<file path="src/rtl/mac_pkg.sv">
// Shared definitions for the MAC row datapath and its partial-sum accumulator.
package mac_pkg;
  localparam int PSUM_BW = 16;
  localparam int ACT_BW  = 4;
  localparam int W_BW    = 4;

  typedef enum logic {
    ACC   = 1'b0,
    DRAIN = 1'b1
  } state_t;
endpackage

</file>
<file path="src/rtl/psum_regfile.sv">
// Per-channel running-sum storage: one write port, two asynchronous read ports
// (feedback to the MAC row and drain to the output stream).
module psum_regfile #(
  parameter int psum_bw = 16,
  parameter int num_oc  = 8,
  parameter int oc_w    = $clog2(num_oc)
) (
  input  logic               clk,
  input  logic               reset_n,
  input  logic               we,
  input  logic [oc_w-1:0]    waddr,
  input  logic [psum_bw-1:0] wdata,
  input  logic [oc_w-1:0]    fb_addr,
  output logic [psum_bw-1:0] fb_data,
  input  logic [oc_w-1:0]    dr_addr,
  output logic [psum_bw-1:0] dr_data
);

  logic [psum_bw-1:0] mem_r [num_oc];

  // Entry storage with asynchronous clear to zero
  always_ff @(posedge clk or negedge reset_n) begin
    if (!reset_n) begin
      for (int i = 0; i < num_oc; i++) begin
        mem_r[i] <= '0;
      end
    end else if (we) begin
      mem_r[waddr] <= wdata;
    end
  end

  assign fb_data = mem_r[fb_addr];
  assign dr_data = mem_r[dr_addr];

endmodule

</file>
<file path="src/rtl/psum_accumulator.sv">
// Partial-sum accumulator: feeds running sums back to the MAC row over a fixed
// tile schedule, then drains finished channel results with optional ReLU.
module psum_accumulator
  import mac_pkg::*;
#(
  parameter int psum_bw = PSUM_BW,
  parameter int num_oc  = 8,
  parameter int k_tiles = 4,
  parameter int oc_w    = $clog2(num_oc)
) (
  input  logic               clk,
  input  logic               reset_n,
  input  logic               clear,
  input  logic               relu_en,
  input  logic               in_valid,
  output logic               in_ready,
  input  logic [psum_bw-1:0] in_psum,
  output logic [psum_bw-1:0] psum_fb,
  output logic [oc_w-1:0]    cur_oc,
  output logic               out_valid,
  input  logic               out_ready,
  output logic [psum_bw-1:0] out_data,
  output logic [oc_w-1:0]    out_oc,
  output logic               busy
);

  localparam int tile_w = (k_tiles > 1) ? $clog2(k_tiles) : 1;
  localparam logic [oc_w-1:0]   OC_LAST   = oc_w'(num_oc - 1);
  localparam logic [tile_w-1:0] TILE_LAST = tile_w'(k_tiles - 1);

  state_t             state_r, state_nx_s;
  logic [tile_w-1:0]  tile_r, tile_nx_s;
  logic [oc_w-1:0]    oc_r, oc_nx_s;
  logic [oc_w-1:0]    drain_idx_r, drain_nx_s;
  logic               we_s;
  logic [psum_bw-1:0] fb_rd_s, dr_rd_s;

  psum_regfile #(
    .psum_bw (psum_bw),
    .num_oc  (num_oc),
    .oc_w    (oc_w)
  ) u_regfile (
    .clk     (clk),
    .reset_n (reset_n),
    .we      (we_s),
    .waddr   (oc_r),
    .wdata   (in_psum),
    .fb_addr (oc_r),
    .fb_data (fb_rd_s),
    .dr_addr (drain_idx_r),
    .dr_data (dr_rd_s)
  );

  // Next-state, counter and write-enable logic; clear overrides everything
  always_comb begin
    state_nx_s = state_r;
    tile_nx_s  = tile_r;
    oc_nx_s    = oc_r;
    drain_nx_s = drain_idx_r;
    we_s       = 1'b0;
    if (clear) begin
      state_nx_s = ACC;
      tile_nx_s  = '0;
      oc_nx_s    = '0;
      drain_nx_s = '0;
    end else begin
      case (state_r)
        ACC: begin
          if (in_valid) begin
            we_s = 1'b1;
            if (oc_r == OC_LAST) begin
              oc_nx_s = '0;
              if (tile_r == TILE_LAST) begin
                tile_nx_s  = '0;
                state_nx_s = DRAIN;
              end else begin
                tile_nx_s = tile_r + tile_w'(1);
              end
            end else begin
              oc_nx_s = oc_r + oc_w'(1);
            end
          end else begin
            we_s = 1'b0;
          end
        end
        DRAIN: begin
          if (out_ready) begin
            if (drain_idx_r == OC_LAST) begin
              drain_nx_s = '0;
              state_nx_s = ACC;
            end else begin
              drain_nx_s = drain_idx_r + oc_w'(1);
            end
          end else begin
            drain_nx_s = drain_idx_r;
          end
        end
        default: begin
          state_nx_s = ACC;
          tile_nx_s  = '0;
          oc_nx_s    = '0;
          drain_nx_s = '0;
        end
      endcase
    end
  end

  // FSM and counter registers
  always_ff @(posedge clk or negedge reset_n) begin
    if (!reset_n) begin
      state_r     <= ACC;
      tile_r      <= '0;
      oc_r        <= '0;
      drain_idx_r <= '0;
    end else begin
      state_r     <= state_nx_s;
      tile_r      <= tile_nx_s;
      oc_r        <= oc_nx_s;
      drain_idx_r <= drain_nx_s;
    end
  end

  // Tile 0 starts from zero so stale entries of the previous pass are ignored
  always_comb begin
    psum_fb  = '0;
    out_data = '0;
    if (state_r == ACC) begin
      psum_fb  = (tile_r == '0) ? '0 : fb_rd_s;
      out_data = '0;
    end else begin
      psum_fb  = '0;
      out_data = (relu_en && dr_rd_s[psum_bw-1]) ? '0 : dr_rd_s;
    end
  end

  assign in_ready  = (state_r == ACC);
  assign out_valid = (state_r == DRAIN);
  assign cur_oc    = oc_r;
  assign out_oc    = drain_idx_r;
  assign busy      = (tile_r != '0) || (oc_r != '0) || (state_r == DRAIN);

endmodule
</file>
<file path="config.mk">
export PLATFORM = sky130hd
export DESIGN_NAME = psum_accumulator
export DESIGN_NICKNAME = d
export VERILOG_FILES = /design/src/rtl/mac_pkg.sv /design/src/rtl/psum_regfile.sv /design/src/rtl/psum_accumulator.sv
export SDC_FILE = /design/constraint.sdc
export NUM_CORES = 1
export LEC_CHECK = 0
export ABC_CLOCK_PERIOD_IN_PS = 1950
export CAP_MARGIN = 20
export CORE_ASPECT_RATIO = 0.8
export CORE_UTILIZATION = 30
export DETAILED_ROUTE_END_ITERATION = 16
export GPL_TIMING_DRIVEN = 0
export HOLD_SLACK_MARGIN = 0.06
export SLEW_MARGIN = 0
export SYNTH_ARGS = -nofsm -noshare
export SYNTH_HDL_FRONTEND = slang
export SYNTH_SLANG_ARGS = --single-unit
</file>
<file path="constraint.sdc">
create_clock -name clk -period 1.95 [get_ports clk]
set_input_delay 0.39 -clock clk [delete_from_list [all_inputs] [get_ports clk]]
set_output_delay 0.39 -clock clk [all_outputs]
set_load 0.05 [all_outputs]
</file>
==> results.md, run 1 <==
* Worst-case hold path end point: cur_oc[2]$_DFFE_PN0P_
* Final Cycle Share at 136%
* Top-area cell type share of the netlist area at between 40 and 50%
* Fin nets at roughly 740
* HP Start: clear
* Comb pwr share at 16.9%
* Via count at 5766
* I/O Pins at 63
* #FFs+latches synth at between 100 and 150
* Clk_lat worst skew at between 0.4 and 0.5 ns
* Worst-path clk slew at about 0.06 ns
* Antenna cells at 0
* Syn Area/Cell at roughly 13 um2
* DIE HEIGHT at around 140 um
* Netlist Area Pre-Place at roughly 7600 um2
* Asr flop ratio synth at between 90% and 100%
* H-Tree Level Count at 4
* EDFF count, synth at 0
* Pleak at between 4 and 5 nW
* Layout cells sized above 1 at slightly below 60%
* Worst hold path type: in2reg
* Max rail drop VDD at 0.000670 V
* Slew headroom at ~57%
* Die ar. at 26100 um2
* Count of cell types in the netlist at 38
* Fillers at between 2000 and 2500
* Input/output buffers at 61
* Power Density at about 770 nW/um2
* Iter 0 DRT Violations at between 400 and 500
* Syn Nets at between 600 and 700
* RSZ-0062 raised after global routing: yes
* Post-synth top cells: 137 x dfrtp_1, 92 x a22oi_1, 80 x mux2_4
* R2R depth at 10
* Layout area overhead at 47.9%
* FMAX at 377 MHz
* Routed Antenna Nets at 0
* Drt total wl at about 27 mm
* CP Data Required Time at roughly 1.6 ns
* Tot GR Track Use at between 20% and 30%
* Total grt overflow at 0
* CTS tree: built
* Largest net degree at the start of global routing at 76
* Post-synth top area cell: dfrtp_1
* CP Capture Type: primary output
* Switching share of power at 27.4%
* Number of global-route vias before repair at 6257
* Hold Path Cell Cnt at 2
* Slowest-stage cell, CP: dfrtp_2
* Syn. warnings at 0
* Clock network power share at 41.5%
* Cell Int Power at ~0.0063 W
* Area contributors post-synth: dfrtp_1 45%, mux2_4 16%, a22oi_1 9.1%
* First-pass GRT wire length at 41.1 mm
* Wirelength per Cell at approximately 26 um
* Primary FF master, synth: dfrtp_1
* Reg power frac at 41.6%
* CP Max Fanout at 5
* Most frequent cell after synthesis: dfrtp_1
* Startpoint types: register
* Final WS setup at -0.702 ns
* Area of the core at 24600 um2
* Synthesized instance count at about 570
* Die W at between 150 and 200 um
* Slew @ Worst Pin at about 0.64 ns
* Max-cap violations at 0
* Post-DP HPWL at 16.3 mm
* Seq/Total Area, Yosys at ~45%
* # rows at 51
* Tmin final at between 2 and 3 ns
* Most frequent CP cell: buf_6
* CTS buffer count at 17
* Net Sw Power at roughly 0.0024 W
* Status: finished, violations left
* Placed instance area at roughly 9200 um2
* CP cell instances: buf_8 > buf_12 > buf_6 > nor2_4 > buf_6 > buf_12 > a22oi_1 > a41oi_4 > buf_6
* Placer congestion estimate at 0.891
* Final count of hold timing violations at 0
* Drt pass-1 iters at 5
* Initial core utilization at 30.9%
* Post-route cell area at around 11000 um2
* Worst path arrival time at 2.26 ns
* CP Class: reg2out
* Max Buffers Root-to-Sink at 2
* CTS Root Cell: clkbuf_16
* R2R Path End: u_regfile.mem_r[76]$_DFFE_PN0P_
* Antenna violations before repair at 0
* Final core utilization at 45.8%
* Slew Limit Fails at 0
* Vias/cell at around 5.5
* CTS sink cnt at between 100 and 150
* Max incr delay on CP at between 0.4 and 0.5 ns
* Clock Skew at around 0.011 ns
* Failing checks: setup timing
* Drc violations at 0
* Worst reg2reg setup slack at -0.11 ns
* Final setup viols at 65
* DP Worst Slack at -1.75 ns
* RR Startpoint: cur_oc[1]$_DFFE_PN0P_
==> how the worst max path moves through the flow <==
stage               slack, ns                   from  depth (start not counted)                    end
global route            -0.75  cur_oc[1]$_DFFE_PN0P_                          9            psum_fb[10]
CTS                     -0.71  out_oc[0]$_DFFE_PN0P_                          9            out_data[4]
detailed placement      -1.75  cur_oc[1]$_DFFE_PN0P_                          6            psum_fb[10]
global placement        -5.37                reset_n                          1  cur_oc[0]$_DFFE_PN0P_
floorplan               -0.49  cur_oc[1]$_DFFE_PN0P_                          6            psum_fb[12]
finish                  -0.70  cur_oc[1]$_DFFE_PN0P_                          9            psum_fb[10]
==> registers in the layout, summed over array words and instances, names as in the netlist <==
signal and flops:
u_regfile.mem_r 128, out_valid 1, out_oc 3, cur_oc 3, tile_r 2
==> layout make-up <==
class,count,area [um2],area share [%]
Inverter,6,33.8,0.300
Tap cell,318,398,3.53
Sequential cell,137,3440,30.5
Timing Repair Buffer,127,1540,13.6
Buffer,32,492,4.36
Clock buffer,21,480,4.26
Multi-Input combinational cell,391,4730,42.0
Clock inverter,11,166,1.48
==> critical path, delay by kind of cell (launching register included) <==
kind / cells / cell delay, ns
buffers and inverters: 6 / 0.81
flip-flops: 1 / 0.42
AO/OA/AOI/OAI: 2 / 0.37
AND/OR/NAND/NOR: 1 / 0.19
==> metrics by stage <==
stage                     power (W)  instances  hold slack (ns)  TNS, ns
after global placement      0.00475        952            0.510  -762.73
after floorplan             0.00441        573           0.0944   -21.80
final                       0.00864       1043            0.438   -22.29
after detailed placement    0.00484        953            0.424   -94.09
after CTS                   0.00859       1046            0.453   -20.78
after global routing        0.00891       1043            0.478   -25.86
==> cells in the final DEF (no fill, tap or decap), types with 6 or more instances in the layout <==
| cell type | Yosys | final |
|---|---|---|
| dfrtp_1 | 137 | 130 |
| mux2_4 | 80 | 80 |
| mux2i_1 | 62 | 60 |
| buf_6 | 10 | 56 |
| a22oi_2 | 0 | 53 |
| mux2_2 | 48 | 48 |
| a22oi_1 | 92 | 39 |
| buf_4 | 1 | 22 |
| clkbuf_16 | 0 | 21 |
| buf_8 | 0 | 20 |
| buf_12 | 0 | 19 |
| clkdlybuf4s50_1 | 0 | 19 |
| nor2_4 | 0 | 17 |
| nand2_1 | 18 | 17 |
| a41oi_4 | 0 | 16 |
| nor2_1 | 23 | 8 |
| nand2_8 | 8 | 8 |
| dfrtp_2 | 0 | 7 |
| ha_1 | 7 | 6 |
==> logic make-up (layout without fill, tap and decap cells) <==
| logic type | Yosys count | count (layout) | synth area share [%] |
|---|---|---|---|
| xor gates and xnor gates | 1 | 1 | 0.115 |
| DFF | 137 | 137 | 45.0 |
| buffers and inverters | 45 | 197 | 3.53 |
| AOI/OAI and AO/OA | 119 | 119 | 11.9 |
| and+or+nand+nor | 72 | 72 | 6.76 |
| adders and majority gates | 7 | 7 | 1.15 |
| muxes | 192 | 192 | 31.6 |
==> layer usage <==
| metal | global-route usage, % | routed length [um] |
|---|---|---|
| met4 | 7.92 | 654 |
| met1 | 28.7 | 12200 |
| met3 | 6.45 | 1790 |
| met5 | 0 | 0 |
| met2 | 34.4 | 12400 |
==> power groups by stage <==
stage | registers, W | logic (W) | clock network, W
floorplan | 0.00347 | 0.000945 | 0
global placement | 0.00353 | 0.00122 | 0
detailed placement | 0.00356 | 0.00128 | 0
CTS | 0.00356 | 0.00144 | 0.00359
global route | 0.00363 | 0.00155 | 0.00373
finish | 0.00360 | 0.00146 | 0.00358
==> repair_timing <==
item                                   in CTS  in global routing
gates cloned                                7                  1
resized for setup                         387                 44
hold buffers                                1                  0
endpoints found under the hold margin      62                  0
buffers inserted                           55                  6
setup endpoints to repair                 133                 71
pin swaps                                  40                 24
(Power assumes the default switching activity.)
==> run 2, diff against run 1 <==
--- a/config.mk
+++ b/config.mk
@@ -5,7 +5,7 @@
 export SDC_FILE = /design/constraint.sdc
 export NUM_CORES = 1
 export LEC_CHECK = 0
-export ABC_CLOCK_PERIOD_IN_PS = 1950
+export ABC_CLOCK_PERIOD_IN_PS = 3100
 export CAP_MARGIN = 20
 export CORE_ASPECT_RATIO = 0.8
 export CORE_UTILIZATION = 30
==> constraint.sdc (replaced) <==
create_clock -name clk -period 3.1 [get_ports clk]
set_input_delay 0.62 -clock clk [delete_from_list [all_inputs] [get_ports clk]]
set_output_delay 0.62 -clock clk [all_outputs]
set_load 0.05 [all_outputs]
==> run 2 against run 1 <==
Net effect:
- the run now ends clean
- non-clock buffer count fell by 43
- clock skew down 0.0045 ns
- sequential power decreased by 39%
- sequential share of layout area grew 5.3 points
- critical path type unchanged
- critical endpoint is now out_data[4]
==> results.md, run 2 (synthesis gave the netlist of run 1 again) <==
* Status: completed (was finished, violations left)
* H-Tree Level Count at 4 (unchanged)
* Routed Antenna Nets at 0 (unchanged)
* Final Cycle Share at between 90% and 100%
* Final count of hold timing violations at 0 (unchanged)
* Input/output buffers at 61 (unchanged)
* Most frequent cells in the layout: 135 x dfrtp_1, 92 x a22oi_1, 80 x mux2_4 (was 130 x dfrtp_1, 80 x mux2_4, 60 x mux2i_1)
* Iter 0 DRT Violations at 541 (was 453)
* Via count at 5534 (was 5766)
* Tot GR Track Use at 19.1% (was 21.9%)
* Layout cells sized above 1 at 42.5% (was 57.8%)
* CTS hold repair buffers at 0 (was 1)
* I/O Pins at 63 (unchanged)
* Wirelength per Cell at 24.1 um (was 26.0 um)
* Worst hold path type: in2async (was in2reg)
* Drt pass-1 iters at 5 (unchanged)
* DIE HEIGHT at 145 um (unchanged)
* Pwr Total at 0.00507 W (was 0.00864 W)
* Layout area overhead at 26.0% (was 47.9%)
* Most common cell after layout, fill and taps aside: dfrtp_1 (unchanged)
* Largest net degree at the start of global routing at 72 (was 76)
* Clk_lat worst skew at 0.44 ns (was 0.45 ns)
* FMAX at around 330 MHz
* CTS sink cnt at 137 (unchanged)
* Slew @ Worst Pin at 0.692 ns (was 0.639 ns)
* Post-DP HPWL at 15.2 mm (was 16.3 mm)
* Power Density at 528 nW/um2 (was 766 nW/um2)
* Drt total wl at 24.1 mm (was 27.1 mm)
* Fin nets at 698 (was 741)
* Tmin final at 3.03 ns
* Number of global-route vias before repair at 5609 (was 6257)
* Final non-filler cell total at 1000 (was 1043)
* Vias/cell at 5.53 (about the same)
* Worst path arrival time at 2.41 ns (was 2.26 ns)
* Largest reg by FF count: u_regfile.mem_r (unchanged)
* # rows at 51 (unchanged)
* Placed Cells at 953 (unchanged)
* CP Data Required Time at 2.48 ns (was 1.56 ns)
* Slew headroom at 53.8% (was 57.4%)
* CTS Root Cell: clkbuf_16 (unchanged)
* Slew Limit Fails at 0 (unchanged)
* Antenna cells at 0 (unchanged)
* Placer congestion estimate at 0.805 (was 0.891)
* Max-cap violations at 0 (unchanged)
* Die W at 180 um (unchanged)
* Post-route cell area at 9600 um2 (was 11300 um2)
* Final core utilization at 39.0% (was 45.8%)
* Total grt overflow at 0 (unchanged)
* Final setup viols at 0 (was 65)
* Die ar. at 26100 um2 (unchanged)
* Worst Hold Margin at 0.216 ns (was 0.438 ns)
* Worst-path clk slew at 0.06 ns (about the same)
* Max rail drop VDD at 0.000433 V (was 0.000670 V)
* Pleak at 4.26 nW (was 4.75 nW)
* Startpoint types: register (unchanged)
* Antenna violations before repair at 0 (unchanged)
* CP Capture Type: primary output (unchanged)
* CTS buffer count at 17 (unchanged)
* R2R depth at 8 (was 10)
* First-pass GRT wire length at 36.2 mm (was 41.1 mm)
* Initial core utilization at 30.9% (unchanged)
* Area of the core at 24600 um2 (unchanged)
* CP Class: reg2out (unchanged)
* Drc violations at 0 (unchanged)
* Clock Skew at 0.00691 ns (was 0.0115 ns)
* CTS tree: built (unchanged)
* Max Buffers Root-to-Sink at 2 (unchanged)
* Placed instance area at 8790 um2 (was 9250 um2)
* Largest register FFs at 128 (unchanged)
* CP Max Fanout at 10 (was 5)
==> run 2: changes by cell type in the layout (fill, tap and decap cells not counted), sizes merged, moves of 2 or more <==
cell,change
buf,-50
clkbuf,+11
clkdlybuf4s50,+9
dlygate4sd2,-4
clkinvlp,-3
bufinv,-2
clkdlybuf4s15,-2
==> run 2: path summary, 6_finish.rpt <==
check                                             endpoint  slack, ns                            start
min                                    out_valid$_DFF_PN0_       0.22                          reset_n
max in group asynchronous  u_regfile.mem_r[37]$_DFFE_PN0P_       2.10                          reset_n
min in group clk           u_regfile.mem_r[81]$_DFFE_PN0P_       0.54  u_regfile.mem_r[81]$_DFFE_PN0P_
max reg2reg                u_regfile.mem_r[79]$_DFFE_PN0P_       0.97            cur_oc[1]$_DFFE_PN0P_
max                                            out_data[4]       0.07            out_oc[1]$_DFFE_PN0P_
min reg2reg                u_regfile.mem_r[81]$_DFFE_PN0P_       0.54  u_regfile.mem_r[81]$_DFFE_PN0P_
==> run 2: layout make-up <==
| type | count | area [um2] |
|---|---|---|
| Tap cell | 318 | 398 |
| Clock inverter | 6 | 83.8 |
| Sequential cell | 137 | 3430 |
| Inverter | 6 | 28.8 |
| Fill cell | 2353 | 15000 |
| Clock buffer | 26 | 529 |
| Multi-Input combinational cell | 391 | 4100 |
| Timing Repair Buffer | 79 | 698 |
| Buffer | 37 | 334 |
==> run 2: worst max-delay path, stage by stage, from the launching register on <==
cell     delay, ns
dfrtp_2       0.47
buf_4         0.17
nor2_4        0.22
a22o_1        0.28
o31ai_4       0.10
buf_4         0.16
buf_6         0.15
nor2_2        0.18
buf_4         0.23
==> run 2: through the flow <==
stage	setup WS [ns]	setup TNS, ns
after floorplan	0.0215	0
after global placement	-4.34	-615.17
after detailed placement	-0.917	-21.68
after CTS	-0.0659	-0.347
after global routing	-0.00173	-0.00173
final	0.0680	0
==> run 2: what timing repair did <==
action,in CTS,in global routing
pin swaps,7,4
buffers inserted,9,8
resized for setup,188,59
setup endpoints to repair,32,29
==> run 2: metal layers <==
layer | up-vias | track usage [%] | part of all wire [%]
li1 | 2391 | - | -
met3 | 46 | 4.31 | 6.8
met2 | 229 | 28.3 | 43
met5 | - | 0 | 0
met1 | 2868 | 27.3 | 48
met4 | 0 | 6.79 | 2.0
==> run 2: power by group <==
| part | switching [W] | total, W | internal [W] |
|---|---|---|---|
| logic | 0.000331 | 0.000747 | 0.000416 |
| clock network | 0.000783 | 0.00212 | 0.00133 |
| registers | 0.000195 | 0.00221 | 0.00202 |
| total | 0.00131 | 0.00507 | 0.00376 |
==> run 3, diff against run 2 <==
--- a/config.mk
+++ b/config.mk
@@ -9,7 +9,9 @@
 export CAP_MARGIN = 20
 export CORE_ASPECT_RATIO = 0.8
 export CORE_UTILIZATION = 30
+export CTS_CLUSTER_SIZE = 24
 export DETAILED_ROUTE_END_ITERATION = 16
+export DONT_BUFFER_PORTS = 1
 export GPL_TIMING_DRIVEN = 0
 export HOLD_SLACK_MARGIN = 0.06
 export SLEW_MARGIN = 0
==> run 3 against run 2 <==
Net effect:
- the flow now finishes with violations (hold timing)
- total power increased by 3.3%
- global-route usage increased by 0.34 points
- sequential cell count unchanged
- cell area increased by 1.8%
- clock skew increased by 0.0055 ns
- register-to-register slack got worse by 0.16 ns
- first-iteration DRC count increased by 1.5%
- clock-buffer cell count decreased by 6
- routed wire length increased by 3.1%
- largest power group is now the clock network
- sequential share of layout area decreased by 0.49 points
- via count decreased by 1.9%
- fmax decreased by 1.7%
==> results.md, run 3 (synthesis gave the netlist of run 1 again) <==
* Reg power frac at 42.5% (was 43.6%)
* Input/output buffers at 0 (was 61)
* Die ar. at 26100 um2 (unchanged)
* Most frequent cells in the layout: 130 x dfrtp_1, 80 x mux2_4, 77 x a22oi_1 (was 135 x dfrtp_1, 92 x a22oi_1, 80 x mux2_4)
* CP Max Fanout at 10 (unchanged)
* Final count of hold timing violations at 137 (was 0)
* Layout cells sized above 1 at 48.6% (was 42.5%)
* Largest reg by FF count: u_regfile.mem_r (unchanged)
* GRT met3 Usage at 7.20% (was 4.31%)
* I/O Pins at 63 (unchanged)
* RR Startpoint: cur_oc[1]$_DFFE_PN0P_ (unchanged)
* Switching share of power at 25.7% (was 25.8%)
* CTS Root Cell: clkbuf_16 (unchanged)
* # rows at 51 (unchanged)
* CP cell instances: buf_6 > buf_4 > and3_1 > buf_6 > clkbuf_16 > a22oi_1 > a41oi_4 (was buf_4 > nor2_4 > a22o_1 > o31ai_4 > buf_4 > buf_6 > nor2_2 > buf_4)
* Clk_lat worst skew at 0.43 ns (was 0.44 ns)
* Routed Antenna Nets at 0 (unchanged)
* Area of the multi-input gates at 4470 um2 (was 4100 um2)
* Startpoint types: register (unchanged)
* Status: finished, violations left (was completed)
* H-Tree Level Count at 4 (unchanged)
* GRT busiest layer: met2 (unchanged)
* Slew headroom at 46.7% (was 53.8%)
* Antenna violations before repair at 0 (unchanged)
* First-pass GRT wire length at 36.7 mm (was 36.2 mm)
* Most frequent CP cell: buf_6 (was buf_4)
* Antenna cells at 0 (unchanged)
* Worst hold path type: in2async (unchanged)
* Total grt overflow at 0 (unchanged)
* CTS sink cnt at 137 (unchanged)
* Power Density at 536 nW/um2 (was 528 nW/um2)
* Max Buffers Root-to-Sink at 2 (unchanged)
* R2R Path End: u_regfile.mem_r[78]$_DFFE_PN0P_ (was u_regfile.mem_r[79]$_DFFE_PN0P_)
* Final Cycle Share at 99.5% (was 97.8%)
* Tmin final at 3.08 ns (was 3.03 ns)
* Worst-path clk slew at 0.06 ns (about the same)
* FMAX at 324 MHz (was 330 MHz)
* Die W at 180 um (unchanged)
* Pleak at 4.10 nW (was 4.26 nW)
* Max rail drop VDD at 0.000442 V (was 0.000433 V)
* Net Sw Power at 0.00135 W (was 0.00131 W)
* Layout area overhead at 28.2% (was 26.0%)
* Register area at 3440 um2 (was 3430 um2)
* CP Data Required Time at 2.48 ns (about the same)
* Worst path arrival time at 2.46 ns (was 2.41 ns)
* Placed instance area at 8150 um2 (was 8790 um2)
* Drc violations at 0 (unchanged)
* Via count at 5430 (was 5534)
* Slew Limit Fails at 0 (unchanged)
* Fillers at 2283 (was 2353)
* Post-DP HPWL at 15.1 mm (was 15.2 mm)
* Tot GR Track Use at 19.5% (was 19.1%)
* DP Worst Slack at -0.704 ns (was -0.917 ns)
* CP Capture Type: primary output (unchanged)
* Met1 usage at 26.9% (was 27.3%)
* Largest register FFs at 128 (unchanged)
* Clock Skew at 0.0124 ns (was 0.00691 ns)
* Fin nets at 654 (was 698)
* Worst Hold Margin at -0.110 ns (was 0.216 ns)
* Slowest-stage cell, CP: dfrtp_2 (unchanged)
* Drt pass-1 iters at 5 (unchanged)
* Placer congestion estimate at 0.811 (was 0.805)
* CTS buffer count at 17 (unchanged)
* Drt total wl at 24.8 mm (was 24.1 mm)
* Max-cap violations at 0 (unchanged)
* R2R depth at 9 (was 8)
* Final WS setup at 0.0170 ns (was 0.0680 ns)
* Cell Int Power at 0.00389 W (was 0.00376 W)
* DIE HEIGHT at 145 um (unchanged)
* Vias/cell at 5.68 (was 5.53)
* GR met2 Demand/Resource at 27.8% (was 28.3%)
* Iter 0 DRT Violations at 549 (was 541)
* Comb pwr share at 13.9% (was 14.7%)
* Max incr delay on CP at 0.54 ns (was 0.47 ns)
* RSZ-0062 raised after global routing: yes
* CP Class: reg2out (unchanged)
* Initial core utilization at 30.9% (unchanged)
* Most common cell after layout, fill and taps aside: dfrtp_1 (unchanged)
* Worst reg2reg setup slack at 0.81 ns (was 0.97 ns)
* Final setup viols at 0 (unchanged)
* Clock network power share at 43.6% (was 41.7%)
* Failing checks: hold timing
* Slew @ Worst Pin at 0.800 ns (was 0.692 ns)
* Area of the core at 24600 um2 (unchanged)
* Largest net degree at the start of global routing at 138 (was 72)
* Number of global-route vias before repair at 5538 (was 5609)
* Post-route cell area at 9770 um2 (was 9600 um2)
* Wirelength per Cell at 26.0 um (was 24.1 um)
* Final core utilization at 39.7% (was 39.0%)
* CTS tree: built (unchanged)
==> run 3: power by group through the flow <==
| stage | combinational, W | clock, W | sequential (W) |
|---|---|---|---|
| finish | 0.000726 | 0.00229 | 0.00223 |
| global route | 0.000776 | 0.00239 | 0.00225 |
| CTS | 0.000695 | 0.00230 | 0.00221 |
| detailed placement | 0.000619 | 0 | 0.00224 |
| global placement | 0.000607 | 0 | 0.00224 |
| floorplan | 0.000534 | 0 | 0.00218 |
==> run 3: what timing repair did <==
| action | 4_1_cts | 5_1_grt |
|---|---|---|
| resized for setup | 120 | 35 |
| gates cloned | 1 | 3 |
| endpoints found under the hold margin | 137 | 137 |
| pin swaps | 22 | 22 |
| setup buffers | 17 | 13 |
| setup endpoints to repair | 32 | 30 |
==> run 3: layout make-up <==
type / count / share of cell area (%)
repair buffers: 35 / 3.80
well taps: 318 / 4.07
multi-input cells: 391 / 45.7
inverters: 6 / 0.294
clock inverters: 12 / 2.01
flip-flops and latches: 137 / 35.2
clock buffers: 20 / 4.67
plain buffers: 37 / 4.20
==> run 3: per-stage QoR <==
step	power, W	instances	TNS (ns)
global route	0.00542	956	-0.400
global placement	0.00285	891	-18.38
finish	0.00524	956	0
floorplan	0.00271	573	0
CTS	0.00521	940	0
detailed placement	0.00286	892	-18.43
==> run 3: critical path: cells and delay by family (launching register included) <==
family	cells	cell delay [ns]
flip-flops	1	0.54
buffers and inverters	4	0.65
AND/OR/NAND/NOR	1	0.20
AO/OA/AOI/OAI	2	0.64
==> run 3: worst max-delay path by stage <==
stage | end | from | cells past startpoint | slack, ns
2_1_floorplan | out_data[10] | out_oc[0]$_DFFE_PN0P_ | 7 | 0.02
5_1_grt | psum_fb[12] | cur_oc[1]$_DFFE_PN0P_ | 7 | -0.07
3_3_place_gp | out_data[10] | out_oc[0]$_DFFE_PN0P_ | 6 | -0.69
4_1_cts | psum_fb[13] | cur_oc[0]$_DFFE_PN0P_ | 5 | 0.007
6_report | psum_fb[13] | cur_oc[1]$_DFFE_PN0P_ | 7 | 0.02
3_5_place_dp | out_data[10] | out_oc[0]$_DFFE_PN0P_ | 6 | -0.70
==> run 3: layer usage <==
metal	vias up	part of all wire [%]
met5	-	0
met4	0	1.9
met3	35	9.8
met2	268	43
met1	2826	45
li1	2301	-
